File: src/rtl/reg_alu_pipe_pkg.sv
// Shared types and defaults for the register-file + ALU datapath.
package reg_alu_pkg;

    typedef enum logic [1:0] {
        ALU_ADD = 2'b00,
        ALU_SUB = 2'b01,
        ALU_AND = 2'b10,
        ALU_OR  = 2'b11
    } alu_op_t;

    localparam int WIDTH_DEF = 16;
    localparam int NREGS_DEF = 8;

    // Only the arithmetic ops produce a meaningful carry/no-borrow.
    function automatic logic op_sets_carry(input alu_op_t op);
        return (op == ALU_ADD) || (op == ALU_SUB);
    endfunction

endpackage

File: src/rtl/reg_alu_pipe_if.sv
// Command/result bundle of reg_alu_pipe; master drives commands, slave is the datapath.
interface reg_alu_pipe_if #(
    parameter int WIDTH = 16,
    parameter int NREGS = 8
);
    import reg_alu_pkg::*;
    localparam int AW = $clog2(NREGS);

    logic             cmd_valid;
    logic             cmd_ready;
    logic             sel;
    logic             wr;
    alu_op_t          op;
    logic [AW-1:0]    rd_addr_a;
    logic [AW-1:0]    rd_addr_b;
    logic [AW-1:0]    wr_addr;
    logic [WIDTH-1:0] d_in;
    logic [WIDTH-1:0] d_out_a;
    logic [WIDTH-1:0] d_out_b;
    logic             res_valid;
    logic [WIDTH-1:0] result;
    logic             cout;
    logic             zero;

    modport master (
        output cmd_valid, sel, wr, op, rd_addr_a, rd_addr_b, wr_addr, d_in,
        input  cmd_ready, d_out_a, d_out_b, res_valid, result, cout, zero
    );

    modport slave (
        input  cmd_valid, sel, wr, op, rd_addr_a, rd_addr_b, wr_addr, d_in,
        output cmd_ready, d_out_a, d_out_b, res_valid, result, cout, zero
    );

endinterface

File: src/rtl/reg_alu_pipe_reg_file.sv
// Register file: async active-low reset, two combinational read ports, one synchronous write port.
module reg_file_p #(
    parameter  int WIDTH = 16,
    parameter  int NREGS = 8,
    localparam int AW    = $clog2(NREGS)
) (
    input  logic             clk,
    input  logic             rst_n,
    input  logic             we_i,
    input  logic [AW-1:0]    waddr_i,
    input  logic [WIDTH-1:0] wdata_i,
    input  logic [AW-1:0]    raddr_a_i,
    input  logic [AW-1:0]    raddr_b_i,
    output logic [WIDTH-1:0] rdata_a_o,
    output logic [WIDTH-1:0] rdata_b_o
);

    logic [WIDTH-1:0] regs_q [NREGS];

    // Storage array with clear on reset and single write port.
    always_ff @(posedge clk or negedge rst_n) begin
        if (!rst_n) begin
            for (int i = 0; i < NREGS; i++) begin
                regs_q[i] <= {WIDTH{1'b0}};
            end
        end else if (we_i) begin
            regs_q[waddr_i] <= wdata_i;
        end
    end

    // A read in the same cycle as a write sees the pre-write value.
    assign rdata_a_o = regs_q[raddr_a_i];
    assign rdata_b_o = regs_q[raddr_b_i];

endmodule

File: src/rtl/reg_alu_pipe.sv
// Two-stage register-file + ALU datapath (read/execute, writeback) with valid/ready commands.
// Define REG_ALU_BYPASS_EN to forward execute-stage write-data instead of stalling on RAW hazards.
module reg_alu_pipe #(
    parameter int WIDTH = reg_alu_pkg::WIDTH_DEF,
    parameter int NREGS = reg_alu_pkg::NREGS_DEF
) (
    input  logic           clk,
    input  logic           reset,
    reg_alu_pipe_if.slave  bus
);
    import reg_alu_pkg::*;
    localparam int AW = $clog2(NREGS);

    logic             ex_valid_q, ex_sel_q, ex_wr_q;
    alu_op_t          ex_op_q;
    logic [AW-1:0]    ex_waddr_q;
    logic [WIDTH-1:0] ex_din_q, a_q, b_q, a_d, b_d;
    logic [WIDTH-1:0] rf_a_s, rf_b_s, alu_res_s, wdata_s, result_q;
    logic             alu_c_s, res_valid_q, cout_q, zero_q;
    logic             hazard_a_s, hazard_b_s, ready_s, accept_s;

    assign hazard_a_s = ex_valid_q && ex_wr_q && (bus.rd_addr_a == ex_waddr_q);
    assign hazard_b_s = ex_valid_q && ex_wr_q && (bus.rd_addr_b == ex_waddr_q);
    assign accept_s   = bus.cmd_valid && ready_s;

    reg_file_p #(.WIDTH(WIDTH), .NREGS(NREGS)) u_rf (
        .clk       (clk),
        .rst_n     (reset),
        .we_i      (ex_valid_q && ex_wr_q),
        .waddr_i   (ex_waddr_q),
        .wdata_i   (wdata_s),
        .raddr_a_i (bus.rd_addr_a),
        .raddr_b_i (bus.rd_addr_b),
        .rdata_a_o (rf_a_s),
        .rdata_b_o (rf_b_s)
    );

    // ALU on the execute-stage operands; carry defaults to the held flag.
    always_comb begin
        alu_res_s = {WIDTH{1'b0}};
        alu_c_s   = cout_q;
        case (ex_op_q)
            ALU_ADD: {alu_c_s, alu_res_s} = {1'b0, a_q} + {1'b0, b_q};
            ALU_SUB: begin
                alu_res_s = a_q - b_q;
                alu_c_s   = (a_q >= b_q);
            end
            ALU_AND: alu_res_s = a_q & b_q;
            ALU_OR:  alu_res_s = a_q | b_q;
            default: alu_res_s = {WIDTH{1'b0}};
        endcase
    end

    assign wdata_s = ex_sel_q ? alu_res_s : ex_din_q;

`ifdef REG_ALU_BYPASS_EN
    // Forward the write-data in flight to any operand that reads its destination.
    always_comb begin
        a_d     = hazard_a_s ? wdata_s : rf_a_s;
        b_d     = hazard_b_s ? wdata_s : rf_b_s;
        ready_s = reset;
    end
`else
    // Hold off a reader of the in-flight destination until it has been written.
    always_comb begin
        a_d     = rf_a_s;
        b_d     = rf_b_s;
        ready_s = reset && !(hazard_a_s || hazard_b_s);
    end
`endif

    // Execute-stage capture at accept, writeback of result and flags one edge later.
    always_ff @(posedge clk or negedge reset) begin
        if (!reset) begin
            ex_valid_q  <= 1'b0;
            ex_sel_q    <= 1'b0;
            ex_wr_q     <= 1'b0;
            ex_op_q     <= ALU_ADD;
            ex_waddr_q  <= {AW{1'b0}};
            ex_din_q    <= {WIDTH{1'b0}};
            a_q         <= {WIDTH{1'b0}};
            b_q         <= {WIDTH{1'b0}};
            result_q    <= {WIDTH{1'b0}};
            res_valid_q <= 1'b0;
            cout_q      <= 1'b0;
            zero_q      <= 1'b0;
        end else begin
            ex_valid_q  <= accept_s;
            res_valid_q <= ex_valid_q;
            if (accept_s) begin
                ex_sel_q   <= bus.sel;
                ex_wr_q    <= bus.wr;
                ex_op_q    <= bus.op;
                ex_waddr_q <= bus.wr_addr;
                ex_din_q   <= bus.d_in;
                a_q        <= a_d;
                b_q        <= b_d;
            end
            if (ex_valid_q) begin
                result_q <= wdata_s;
                zero_q   <= (wdata_s == {WIDTH{1'b0}});
                if (ex_sel_q && op_sets_carry(ex_op_q)) begin
                    cout_q <= alu_c_s;
                end
            end
        end
    end

    assign bus.cmd_ready = ready_s;
    assign bus.d_out_a   = a_q;
    assign bus.d_out_b   = b_q;
    assign bus.res_valid = res_valid_q;
    assign bus.result    = result_q;
    assign bus.cout      = cout_q;
    assign bus.zero      = zero_q;

endmodule

File: src/flat_wrapper.sv
// flat-port wrapper written by rule: the top's interface ports become plain ports
module reg_alu_pipe_flat import reg_alu_pkg::*;
#(
    parameter int WIDTH = reg_alu_pkg::WIDTH_DEF,
    parameter int NREGS = reg_alu_pkg::NREGS_DEF
)
  (clk, reset, bus_cmd_valid, bus_sel, bus_wr, bus_op, bus_rd_addr_a, bus_rd_addr_b, bus_wr_addr, bus_d_in, bus_cmd_ready, bus_d_out_a, bus_d_out_b, bus_res_valid, bus_result, bus_cout, bus_zero);
  reg_alu_pipe_if #(.WIDTH(WIDTH), .NREGS(NREGS)) bus_i ();
  input  logic clk;
  input  logic reset;
  input wire logic [$bits(bus_i.cmd_valid)-1:0] bus_cmd_valid;
  input wire logic [$bits(bus_i.sel)-1:0] bus_sel;
  input wire logic [$bits(bus_i.wr)-1:0] bus_wr;
  input wire logic [$bits(bus_i.op)-1:0] bus_op;
  input wire logic [$bits(bus_i.rd_addr_a)-1:0] bus_rd_addr_a;
  input wire logic [$bits(bus_i.rd_addr_b)-1:0] bus_rd_addr_b;
  input wire logic [$bits(bus_i.wr_addr)-1:0] bus_wr_addr;
  input wire logic [$bits(bus_i.d_in)-1:0] bus_d_in;
  output wire logic [$bits(bus_i.cmd_ready)-1:0] bus_cmd_ready;
  output wire logic [$bits(bus_i.d_out_a)-1:0] bus_d_out_a;
  output wire logic [$bits(bus_i.d_out_b)-1:0] bus_d_out_b;
  output wire logic [$bits(bus_i.res_valid)-1:0] bus_res_valid;
  output wire logic [$bits(bus_i.result)-1:0] bus_result;
  output wire logic [$bits(bus_i.cout)-1:0] bus_cout;
  output wire logic [$bits(bus_i.zero)-1:0] bus_zero;
  assign bus_i.cmd_valid = bus_cmd_valid;
  assign bus_i.sel = bus_sel;
  assign bus_i.wr = bus_wr;
  assign bus_i.op = bus_op;
  assign bus_i.rd_addr_a = bus_rd_addr_a;
  assign bus_i.rd_addr_b = bus_rd_addr_b;
  assign bus_i.wr_addr = bus_wr_addr;
  assign bus_i.d_in = bus_d_in;
  assign bus_cmd_ready = bus_i.cmd_ready;
  assign bus_d_out_a = bus_i.d_out_a;
  assign bus_d_out_b = bus_i.d_out_b;
  assign bus_res_valid = bus_i.res_valid;
  assign bus_result = bus_i.result;
  assign bus_cout = bus_i.cout;
  assign bus_zero = bus_i.zero;
  reg_alu_pipe #(.WIDTH(WIDTH), .NREGS(NREGS)) u_core (.clk(clk), .reset(reset), .bus(bus_i));
endmodule
File: config.mk
export PLATFORM = sky130hd
export DESIGN_NAME = reg_alu_pipe_flat
export DESIGN_NICKNAME = d
export VERILOG_FILES = /design/src/rtl/reg_alu_pipe_pkg.sv /design/src/rtl/reg_alu_pipe_if.sv /design/src/rtl/reg_alu_pipe_reg_file.sv /design/src/rtl/reg_alu_pipe.sv /design/src/flat_wrapper.sv
export SDC_FILE = /design/constraint.sdc
export NUM_CORES = 1
export LEC_CHECK = 0
export CORE_ASPECT_RATIO = 1.1
export CORE_MARGIN = 3
export CORE_UTILIZATION = 25
export CTS_BUF_LIST = sky130_fd_sc_hd__clkbuf_8
export CTS_CLUSTER_DIAMETER = 100
export DETAILED_ROUTE_END_ITERATION = 8
export DONT_BUFFER_PORTS = 1
export PLACE_DENSITY = 0.42
export RECOVER_POWER = 25
export SETUP_SLACK_MARGIN = 0.3
export SYNTH_ARGS = -nofsm -noshare
export SYNTH_HDL_FRONTEND = slang
export SYNTH_SLANG_ARGS = --single-unit
export TNS_END_PERCENT = 30
File: constraint.sdc
create_clock -name clk -period 8.9 [get_ports clk]
set_clock_uncertainty 0.15 [all_clocks]
set_input_delay 2.225 -clock clk [delete_from_list [all_inputs] [get_ports clk]]
set_output_delay 2.225 -clock clk [all_outputs]
set_load 0.01 [all_outputs]
==> results.toml <==
[status]
status = "finished with violations"
violations = "capacitance limit, slew limit"

[cts]
clock_sinks = 203
htree_num_levels = 2
worstSkewPairLatency_ps = 530
cts_root_buf = "clkbuf_8"
post_cts_resize_count = 0
cts_made_buffers = 36
postCtsSetupBuffers = 0
cts_buffer_depth = 3
clkTransAtPathRegs_ps = 50
postCtsHoldBufs = 0
cts_tree = "yes"

[routing]
vias_per_cell = 4.85
wl_um = 36400
routed-via-count = 8367
routedWlPerCell_um = 21.1
post-route-drc-count = 0
dr.pass1.iters = 6
first_iter_violations = 481
final_antenna_net_count = 0

[sta]
maxSlewViolCount = 31
fin_setup_tns_ps = 0
clock.fmax_mhz = 191
rsz0062_at_grt = "false"
fin_crit_sh = 0.587
finalSetupViolations = 0
slew_headroom = -0.284
final-hold-violation-count = 0
hold_slack_ps = 317
tightest_slew_ps = 1930
post-route-min-period_ps = 5230

[cells_and_area]
ff_latch_area_um2 = 5080
area_growth_pct = 11.0
final_cell_count_no_fill = 1724
finish.utilization = 0.283
drive_gt1_frac = 0.170
multi_input_area_um2 = 6110
fillers = 4761
num-nets-final = 1198

[floorplanning]
ioPinCount = 84
initial_core_util = 0.255
die_width_um = 212
die_height_um = 233
core_area_um2 = 45900
rows = 82
die_area_um2 = 49300

[placed_design]
portBuffers = 0
placedCellCount = 1665
dp_hpwl_um = 24900
gp_congestion = 0.800

[global_routing]
grt_pass1_vias = 8362
grt_use_total = 0.148
grt_remaining_overflow = 0
antenna_found_initial = 1
grt_pass1_wl_um = 55300
grt_max_degree = 205

[yosys]
synth_ff_type = "dfrtp_1"
synth_top_cell_area_share = 0.435
yosysSeqAreaShare = 0.435
syn-num-nets = 1224
netlist_top_cells_area = "dfrtp_1 43%, mux4_2 13%, nand2_1 6.3%"
yosysUniqueCellTypes = 71
synth_top_area_cell = "dfrtp_1"
synth_area_per_cell_um2 = 10.2
yosysWarnings = 0
syn_inst = 1141
synth-seq-cells = 203
yosysMostFrequentCell = "dfrtp_1"
synth_edf_count = 0
synthArstFlopShare = 1.00
synthTopCellsByCount = "203 x dfrtp_1, 197 x nand2_1, 100 x o21ai_0"
netlist_area_um2 = 11700

[power_and_ir_drop]
pwr-share-seq = 0.393
swShare = 0.395
switchingPower_w = 0.00157
p_leak_nw = 5.65
ir_drop_mv = 0.0864
internal-power_w = 0.00241
power.density_nw_per_um2 = 307
pwr-share-comb = 0.382
p_total_w = 0.00398
pwr-share-clk = 0.226

[critical_path]
rr_startpoint = "u_core.bus.d_out_b[0]"
critPathArrivalTime_ps = 2850
worstSetupStartpoint = "bus_rd_addr_b[0]"
crit_chain = "xor2_1, nor3_1, a31oi_1, o21a_1"
cpPeakStageDelay_ps = 230
worst-path-max-fanout = 33
crit_path_start_kind = "input pin"
crit_slowest_cell = "o21a_1"
end_kind = "output pin"
path_class = "in2out"
cp.required_ps = 6530

[min_path]
min_from = "u_core.ex_din_q[3]"
hold_path.class = "reg2reg"

[flow_run]
drv_cap = 1
sequential cells by signal, summed over array words and instances, names as in the netlist:
| signal | cells |
|---|---|
| u_core.u_rf.regs_q | 128 |
| u_core.bus.d_out_a | 16 |
| u_core.ex_op_q | 2 |
| u_core.ex_wr_q | 1 |
| u_core.ex_waddr_q | 3 |
| u_core.bus.d_out_b | 16 |
| u_core.ex_sel_q | 1 |
| u_core.bus.zero | 1 |
| u_core.ex_valid_q | 1 |
| u_core.bus.result | 16 |
| u_core.bus.cout | 1 |
| u_core.ex_din_q | 16 |
| u_core.bus.res_valid | 1 |
critical path, delay by kind of cell:
kind | cells | cell delay [ps]
compound gates | 2 | 290
xor+xnor | 1 | 130
simple gates | 1 | 200
path summary, 6_finish.rpt:
path	endpoint	slack [ps]	cells after the start
worst max register to register	u_core.bus.zero	4360	13
worst max-delay path	bus_cmd_ready	3670	4
worst min register to register	u_core.ex_din_q[3]	320	2
min in group asynchronous	u_core.u_rf.regs_q[111]	1250	0
max in group asynchronous	u_core.u_rf.regs_q[54]	6950	0
worst min-delay path	u_core.ex_din_q[3]	320	2
power by group through the flow:
stage / combinational (W) / clock (W) / sequential [W]
after floorplan: 0.00118 / 0 / 0.00145
after global placement: 0.00150 / 0 / 0.00158
after detailed placement: 0.00151 / 0 / 0.00159
after CTS: 0.00152 / 0.000935 / 0.00158
after global routing: 0.00170 / 0.000975 / 0.00162
final: 0.00152 / 0.000898 / 0.00156
per-stage QoR:
| step | worst slack [ps] | area (um2) |
|---|---|---|
| 2_1_floorplan | 3430 | 11700 |
| 3_3_place_gp | 3640 | 12200 |
| 3_5_place_dp | 3680 | 12200 |
| 4_1_cts | 3670 | 13000 |
| 5_1_grt | 3620 | 13000 |
| 6_report | 3670 | 13000 |
layout by cell type (no fill, tap or decap), types with 7 or more instances in the layout:
cell type / instances
mux2_2: 47
mux2i_1: 41
nand2_1: 196
xor2_1: 9
mux4_2: 65
o21ai_0: 100
buf_4: 13
a21oi_1: 84
inv_1: 59
ha_1: 49
clkbuf_8: 48
nor2_1: 81
nand3_1: 10
xnor2_1: 11
dfrtp_1: 203
nor2b_1: 7
cell families (layout without fill, tap and decap cells):
| kind of cell | after synthesis | count (layout) | share of synthesized area |
|---|---|---|---|
| flip-flops | 203 | 203 | 0.435 |
| AND/OR/NAND/NOR | 330 | 330 | 0.117 |
| other | 0 | 1 | 0 |
| buffers and inverters | 133 | 127 | 0.0436 |
| XOR/XNOR | 20 | 20 | 0.0150 |
| adder cells (fa/ha/maj) | 51 | 51 | 0.0559 |
| AO/OA/AOI/OAI | 250 | 250 | 0.126 |
| multiplexers | 154 | 154 | 0.208 |
cell type report:
class,count,share of cell area
multi-input cells,805,0.471
flip-flops and latches,203,0.392
well taps,588,0.0568
clock buffers,48,0.0510
inverters,55,0.0159
repair buffers,14,0.00782
clock inverters,10,0.00540
diodes,1,0.000193
routing by layer:
layer / vias up / track usage / routed length [um]
met5: - / 0 / 0
met4: 0 / 0.0333 / 629
met3: 42 / 0.0305 / 1960
met2: 166 / 0.242 / 17300
met1: 4194 / 0.203 / 16500
li1: 3965 / - / -
(Power assumes the default switching activity.)
